File: src/rtl/disp_share_arbiter.sv
// -----------------------------------------------------------------------------
// disp_share_arbiter
//   Shares one 4-digit multiplexed 7-segment display between two requesters.
//   Arbitration is round-robin request/grant. An owner keeps the display for at
//   least HOLD_SCANS full frames before the other requester can take it over.
//   The owner's 16-bit value is shown in hex, one nibble per digit. The display
//   is blanked for one digit period on every hand-over.
//
// Parameters
//   SCAN_DIV   clk cycles per digit slot (>= 2)
//   HOLD_SCANS full 4-digit frames an owner keeps the display before it can be
//              pre-empted (>= 1)
//
// Ports
//   clk    in   1   system clock, rising edge
//   rst    in   1   synchronous reset, active-high (overrides start)
//   start  in   1   run enable; 0 freezes scan, counters and arbitration
//   req    in   2   req[i]=1: requester i wants the display
//   data0  in   16  hex value of requester 0 (nibble k shown on digit k)
//   data1  in   16  hex value of requester 1
//   gnt    out  2   one-hot grant (00 = none)
//   ds     out  4   digit select, active-low (1110 = digit 0, 1111 = all off)
//   seg    out  8   {dp,g,f,e,d,c,b,a}, active-low; dp always 1
// -----------------------------------------------------------------------------
module disp_share_arbiter #(
  parameter int SCAN_DIV   = 50000,
  parameter int HOLD_SCANS = 16
) (
  input  logic        clk,
  input  logic        rst,
  input  logic        start,
  input  logic [1:0]  req,
  input  logic [15:0] data0,
  input  logic [15:0] data1,
  output logic [1:0]  gnt,
  output logic [3:0]  ds,
  output logic [7:0]  seg
);

  localparam int DIV_W = $clog2(SCAN_DIV);
  localparam int FC_W  = $clog2(HOLD_SCANS + 1);

  localparam logic [DIV_W-1:0] DIV_LAST = DIV_W'(SCAN_DIV - 1);
  localparam logic [FC_W-1:0]  FC_MAX   = FC_W'(HOLD_SCANS);

  localparam logic [3:0] DS_OFF  = 4'b1111;
  localparam logic [7:0] SEG_OFF = 8'hFF;

  typedef enum logic [1:0] {
    IDLE  = 2'd0,
    SHOW  = 2'd1,
    BLANK = 2'd2
  } state_t;

  state_t            state_q, state_n;
  logic [1:0]        gnt_q, gnt_n;
  logic [3:0]        ds_q, ds_n;
  logic [7:0]        seg_q, seg_n;
  logic [DIV_W-1:0]  div_q, div_n;
  logic [1:0]        dig_q, dig_n;
  logic [FC_W-1:0]   frame_cnt_q, frame_cnt_n;
  logic              rr_ptr_q, rr_ptr_n;
  logic              owner_q, owner_n;
  logic [15:0]       value_q, value_n;

  logic              tick;
  logic              pick;
  logic [15:0]       pick_data;
  logic [15:0]       owner_data;
  logic              do_grant;
  logic              hold_done;

  // Active-low hex decode; dp (bit 7) always off.
  function automatic logic [7:0] hex7(input logic [3:0] nib);
    case (nib)
      4'h0: hex7 = 8'hC0;
      4'h1: hex7 = 8'hF9;
      4'h2: hex7 = 8'hA4;
      4'h3: hex7 = 8'hB0;
      4'h4: hex7 = 8'h99;
      4'h5: hex7 = 8'h92;
      4'h6: hex7 = 8'h82;
      4'h7: hex7 = 8'hF8;
      4'h8: hex7 = 8'h80;
      4'h9: hex7 = 8'h90;
      4'hA: hex7 = 8'h88;
      4'hB: hex7 = 8'h83;
      4'hC: hex7 = 8'hC6;
      4'hD: hex7 = 8'hA1;
      4'hE: hex7 = 8'h86;
      default: hex7 = 8'h8E;
    endcase
  endfunction

  assign tick       = (div_q == DIV_LAST);
  // Preferred requester wins if it is asking, otherwise the other one.
  assign pick       = req[rr_ptr_q] ? rr_ptr_q : ~rr_ptr_q;
  assign pick_data  = pick ? data1 : data0;
  assign owner_data = owner_q ? data1 : data0;
  // Uses the count before this frame-end increment.
  assign hold_done  = (int'(frame_cnt_q) + 1) >= HOLD_SCANS;

  always_comb begin
    // NOTE: every next-state value gets a default first, so no path leaves a
    // signal unassigned and no latch is inferred.
    state_n     = state_q;
    gnt_n       = gnt_q;
    ds_n        = ds_q;
    seg_n       = seg_q;
    div_n       = div_q;
    dig_n       = dig_q;
    frame_cnt_n = frame_cnt_q;
    rr_ptr_n    = rr_ptr_q;
    owner_n     = owner_q;
    value_n     = value_q;
    do_grant    = 1'b0;

    if (start) begin
      unique case (state_q)
        IDLE: begin
          if (|req) do_grant = 1'b1;
        end

        SHOW: begin
          if (!tick) begin
            div_n = div_q + 1'b1;
          end else begin
            div_n = '0;
            if (dig_q == 2'd3) begin
              // Frame end: the only point where requests are looked at and
              // the displayed value is refreshed, so a frame never tears.
              frame_cnt_n = (frame_cnt_q == FC_MAX) ? frame_cnt_q : frame_cnt_q + 1'b1;
              value_n     = owner_data;
              if (!req[owner_q] || (hold_done && req[~owner_q])) begin
                state_n  = BLANK;
                gnt_n    = 2'b00;
                rr_ptr_n = ~owner_q;
                dig_n    = 2'd0;
                ds_n     = DS_OFF;
                seg_n    = SEG_OFF;
              end else begin
                dig_n = 2'd0;
                ds_n  = 4'b1110;
                seg_n = hex7(owner_data[3:0]);
              end
            end else begin
              dig_n = dig_q + 1'b1;
              ds_n  = ~(4'b0001 << dig_n);
              seg_n = hex7(value_q[{dig_n, 2'b00} +: 4]);
            end
          end
        end

        BLANK: begin
          if (!tick) begin
            div_n = div_q + 1'b1;
          end else if (|req) begin
            do_grant = 1'b1;
          end else begin
            state_n = IDLE;
            div_n   = '0;
            dig_n   = 2'd0;
          end
        end

        default: begin
          state_n = IDLE;
        end
      endcase

      if (do_grant) begin
        state_n     = SHOW;
        owner_n     = pick;
        gnt_n       = pick ? 2'b10 : 2'b01;
        value_n     = pick_data;
        div_n       = '0;
        dig_n       = 2'd0;
        frame_cnt_n = '0;
        ds_n        = 4'b1110;
        seg_n       = hex7(pick_data[3:0]);
      end
    end
  end

  // NOTE: state registers use non-blocking assignments so every flop samples
  // the values from before the edge, independent of statement order.
  always_ff @(posedge clk) begin
    if (rst) begin
      state_q     <= IDLE;
      gnt_q       <= 2'b00;
      ds_q        <= DS_OFF;
      seg_q       <= SEG_OFF;
      div_q       <= '0;
      dig_q       <= 2'd0;
      frame_cnt_q <= '0;
      rr_ptr_q    <= 1'b0;
      owner_q     <= 1'b0;
      value_q     <= '0;
    end else begin
      state_q     <= state_n;
      gnt_q       <= gnt_n;
      ds_q        <= ds_n;
      seg_q       <= seg_n;
      div_q       <= div_n;
      dig_q       <= dig_n;
      frame_cnt_q <= frame_cnt_n;
      rr_ptr_q    <= rr_ptr_n;
      owner_q     <= owner_n;
      value_q     <= value_n;
    end
  end

  assign gnt = gnt_q;
  assign ds  = ds_q;
  assign seg = seg_q;

endmodule
File: config.mk
export PLATFORM = sky130hd
export DESIGN_NAME = disp_share_arbiter
export DESIGN_NICKNAME = d
export VERILOG_FILES = /design/src/rtl/disp_share_arbiter.sv
export SDC_FILE = /design/constraint.sdc
export NUM_CORES = 1
export LEC_CHECK = 0
export ABC_AREA = 1
export BUFFER_PORTS_ARGS = -buffer_cell sky130_fd_sc_hd__clkbuf_2
export CORE_ASPECT_RATIO = 0.8
export CORE_MARGIN = 2
export CORE_UTILIZATION = 55
export DETAILED_ROUTE_END_ITERATION = 8
export PLACE_DENSITY_LB_ADDON = 0.3
export SYNTH_ARGS = -nofsm -noshare
export SYNTH_HDL_FRONTEND = slang
export SYNTH_SLANG_ARGS = --single-unit
export TNS_END_PERCENT = 1
File: constraint.sdc
create_clock -name clk -period 6.89 [get_ports clk]
set_clock_uncertainty 0.1 [all_clocks]
set_input_delay 2.067 -clock clk [delete_from_list [all_inputs] [get_ports clk]]
set_output_delay 2.067 -clock clk [all_outputs]
set_load 0.005 [all_outputs]
==> run summary <==
Initial DRC Count -> 319
Most frequent CP cell -> nand2_1
Critical path arrival -> 4.09 ns
RD Place Congestion -> 0.920
Max Cap Violations -> 0
Clk sinks -> 56
Antenna Nets Post-Route -> 0
Unique cell type count in the Yosys netlist -> 34
Worst-path clk slew -> 0.10 ns
CTS Hold Bufs -> 0
CP max stage delay -> 0.68 ns
Worst min path class -> flop to flop
Final hold viol count -> 0
Antenna violations before repair -> 0
Hold Path Cell Cnt -> 2
Post-CTS setup buffer count -> 0
Via total after detailed routing -> 4,477
Routed WL per cell -> 12.1 µm
Dpl hpwl -> 7920 µm
P_sw -> 0.400 mW
Synth top area share -> 26.1%
Fin. max-slew vios -> 0
Post-Syn Nets -> 783
Worst R2R Start -> dig_q[0]
Maximum vdd drop -> 0.000103 V
Async SR Flop Fraction -> 0%
Crit path max-delay family -> compound AO/OA/AOI/OAI gates
CP startpoint kind -> input pin
Fin crit period -> 3.96 ns
DRT Pass-1 Iters -> 5
Most frequently used flop master after synthesis -> dfxtp_1
Antenna diode count -> 0
Gate power share -> 40.6%
Area grow syn2layout -> 8.21%
Worst skew pair latency -> 0.33 ns
Vias in the first global route -> 3,903
WS Path Type -> input pin to flop
Gr usage total -> 24.7%
Top-count cell post-synth -> nand2_1
Drt via density -> 5.19
Worst setup EP type -> flop
Synth cell count leaders -> nand2_1, inv_1, nor2_1
Switching Share -> 42.0%
Critical Path RT -> 7.02 ns
Max Freq -> 252 MHz
Core ar. -> 0.00750 mm²
Io pins -> 51
Syn avg cell area -> 5.97 µm²
Die Span Y -> 83.0 µm
Grt ovf -> 0
Post-synthesis sequential area ratio -> 26.1%
Initial Util -> 57.3%
Clock power frac -> 20.0%
Drt total wl -> 10,500 µm
Setup Viol. Count Final -> 0
CP max stage cell -> o21ai_0
Slew margin rel. -> 35.9%
CTS buffer count -> 5
Post-cts gate resize count -> 0
Nets -> 819
Synth top area cells -> dfxtp_1, nand2_1, ha_1, nand3_1, inv_1
Worst-margin pin slew -> 0.962 ns
CP bufs+invs -> 3
DRC viols -> 0
Non-Filler Instances -> 862
Die area -> 0.00854 mm²
Register share of total power -> 39.4%
CP Max Fanout -> 7
Root Buffer -> clkbuf_8
Cell row count -> 28
Synthesized area -> 0.00430 mm²
Post-route cell area -> 0.00465 mm²
Pin count of the biggest net entering global routing -> 36
Layout cells sized above 1 -> 11.8%
Hold wc startpoint -> ds[3]
Die width -> 103 µm
R2R setup slack -> 3.93 ns
TritonCTS clock tree -> done
Dpl cells -> 854
Final Cycle Share -> 57.5%
Post-synth top area cell -> dfxtp_1
First-pass GRT wire length -> 17,400 µm
Post-synth EDFFs -> 0
CP cell instances -> clkbuf_2 -> nand2_1 -> o21ai_1 -> o21ai_0 -> inv_1 -> ha_1 -> inv_1 -> nand2_1 -> o211ai_1 -> nand2_1 -> nand2_1 -> nand2_1 -> nand2_1 -> nand2_1
R2r worst-path depth -> 15
Leak -> 2.33 nW
Pwr/cell area -> 205 mW/mm²
Synth Instances -> 720
Outcome -> completed
H-tree levels -> 2
Hold path endpoint -> ds[3]
Setup TNS -> 0 ns
RSZ-0062 raised after global routing -> no
Placement Cell Area -> 0.00456 mm²
Number of synthesized register bits -> 56
Reg-to-Reg End -> seg[3]
Internal -> 0.553 mW
Synth Warn # -> 0
Port Buffer Count -> 49
Clock Tree Buf Depth -> 2
cells in the final DEF, fill, tap and decap left out, types with 6 or more instances in the layout:
cell / synthesis / routed
inv_2: 9 / 9
inv_1: 74 / 74
o21ai_1: 19 / 19
nand2_2: 6 / 6
clkinv_1: 8 / 8
nand2_1: 247 / 247
o211ai_1: 6 / 6
o21ai_0: 52 / 52
nor2_1: 59 / 59
ha_1: 26 / 26
nand4_1: 7 / 7
dfxtp_1: 56 / 56
nand3_1: 57 / 57
clkbuf_2: 0 / 49
a21oi_1: 41 / 41
power groups by stage:
stage	Combinational, mW	Sequential (mW)	Clock, mW
6_report	0.386	0.375	0.191
5_1_grt	0.446	0.378	0.205
4_1_cts	0.382	0.375	0.194
3_5_place_dp	0.380	0.382	0
3_3_place_gp	0.370	0.381	0
2_1_floorplan	0.300	0.375	0
sequential cells by signal, summed over array words and instances (netlist names), 2 cells and up:
name / cells
ds: 4
seg: 7
value_q: 16
dig_q: 2
div_q: 16
frame_cnt_q: 5
gnt: 2
state_q: 2
cells by family after synthesis:
logic type | after synthesis | share of synthesized area (%)
AND/OR/NAND/NOR | 395 | 38.9
AO/OA/AOI/OAI | 127 | 15.8
buffers and inverters | 111 | 10.7
flip-flops | 56 | 26.1
adder cells (fa/ha/maj) | 26 | 7.57
XOR/XNOR | 4 | 0.816
other | 1 | 0.0873
worst max path at each step:
stage	start	cells after the start	slack, ns	end
after global routing	req[1]	14	2.71	seg[3]
final	req[1]	14	2.93	seg[3]
after global placement	req[1]	14	2.71	seg[3]
after floorplan	req[1]	13	3.08	seg[3]
after CTS	req[1]	14	2.97	seg[3]
after detailed placement	req[1]	14	2.63	seg[3]
area by class of cell:
cell class,count,area (µm²)
repair buffers,49,245
multi-input cells,553,2720
clock inverters,3,23.8
inverters,91,342
well taps,105,131
clock buffers,5,68.8
fillers,721,2850
flip-flops and latches,56,1120
metal layers:
metal / global-route usage, % / part of all wire (%) / vias to the layer above
met4: 6.46 / 1.4 / 0
met3: 4.55 / 7.9 / 17
met1: 37.5 / 50 / 1923
li1: - / - / 2372
met2: 35.5 / 41 / 165
met5: 0 / 0 / -
worst min-delay path: cells and delay by family (launching register included):
| family | cells | cell delay (ns) |
|---|---|---|
| flip-flops | 1 | 0.34 |
| AND/OR/NAND/NOR | 2 | 0.10 |
metrics by stage:
| step | util, % | setup slack (ns) | total power [mW] | hold slack, ns |
|---|---|---|---|---|
| finish | 62.0 | 2.93 | 0.952 | 0.367 |
| global route | 62.0 | 2.71 | 1.03 | 0.393 |
| CTS | 62.0 | 2.97 | 0.950 | 0.371 |
| detailed placement | 60.8 | 2.63 | 0.762 | 0.344 |
| global placement | 60.8 | 2.71 | 0.751 | 0.340 |
| floorplan | - | 3.08 | 0.675 | 0.342 |
Note: power is estimated with default switching activity, not from simulation.
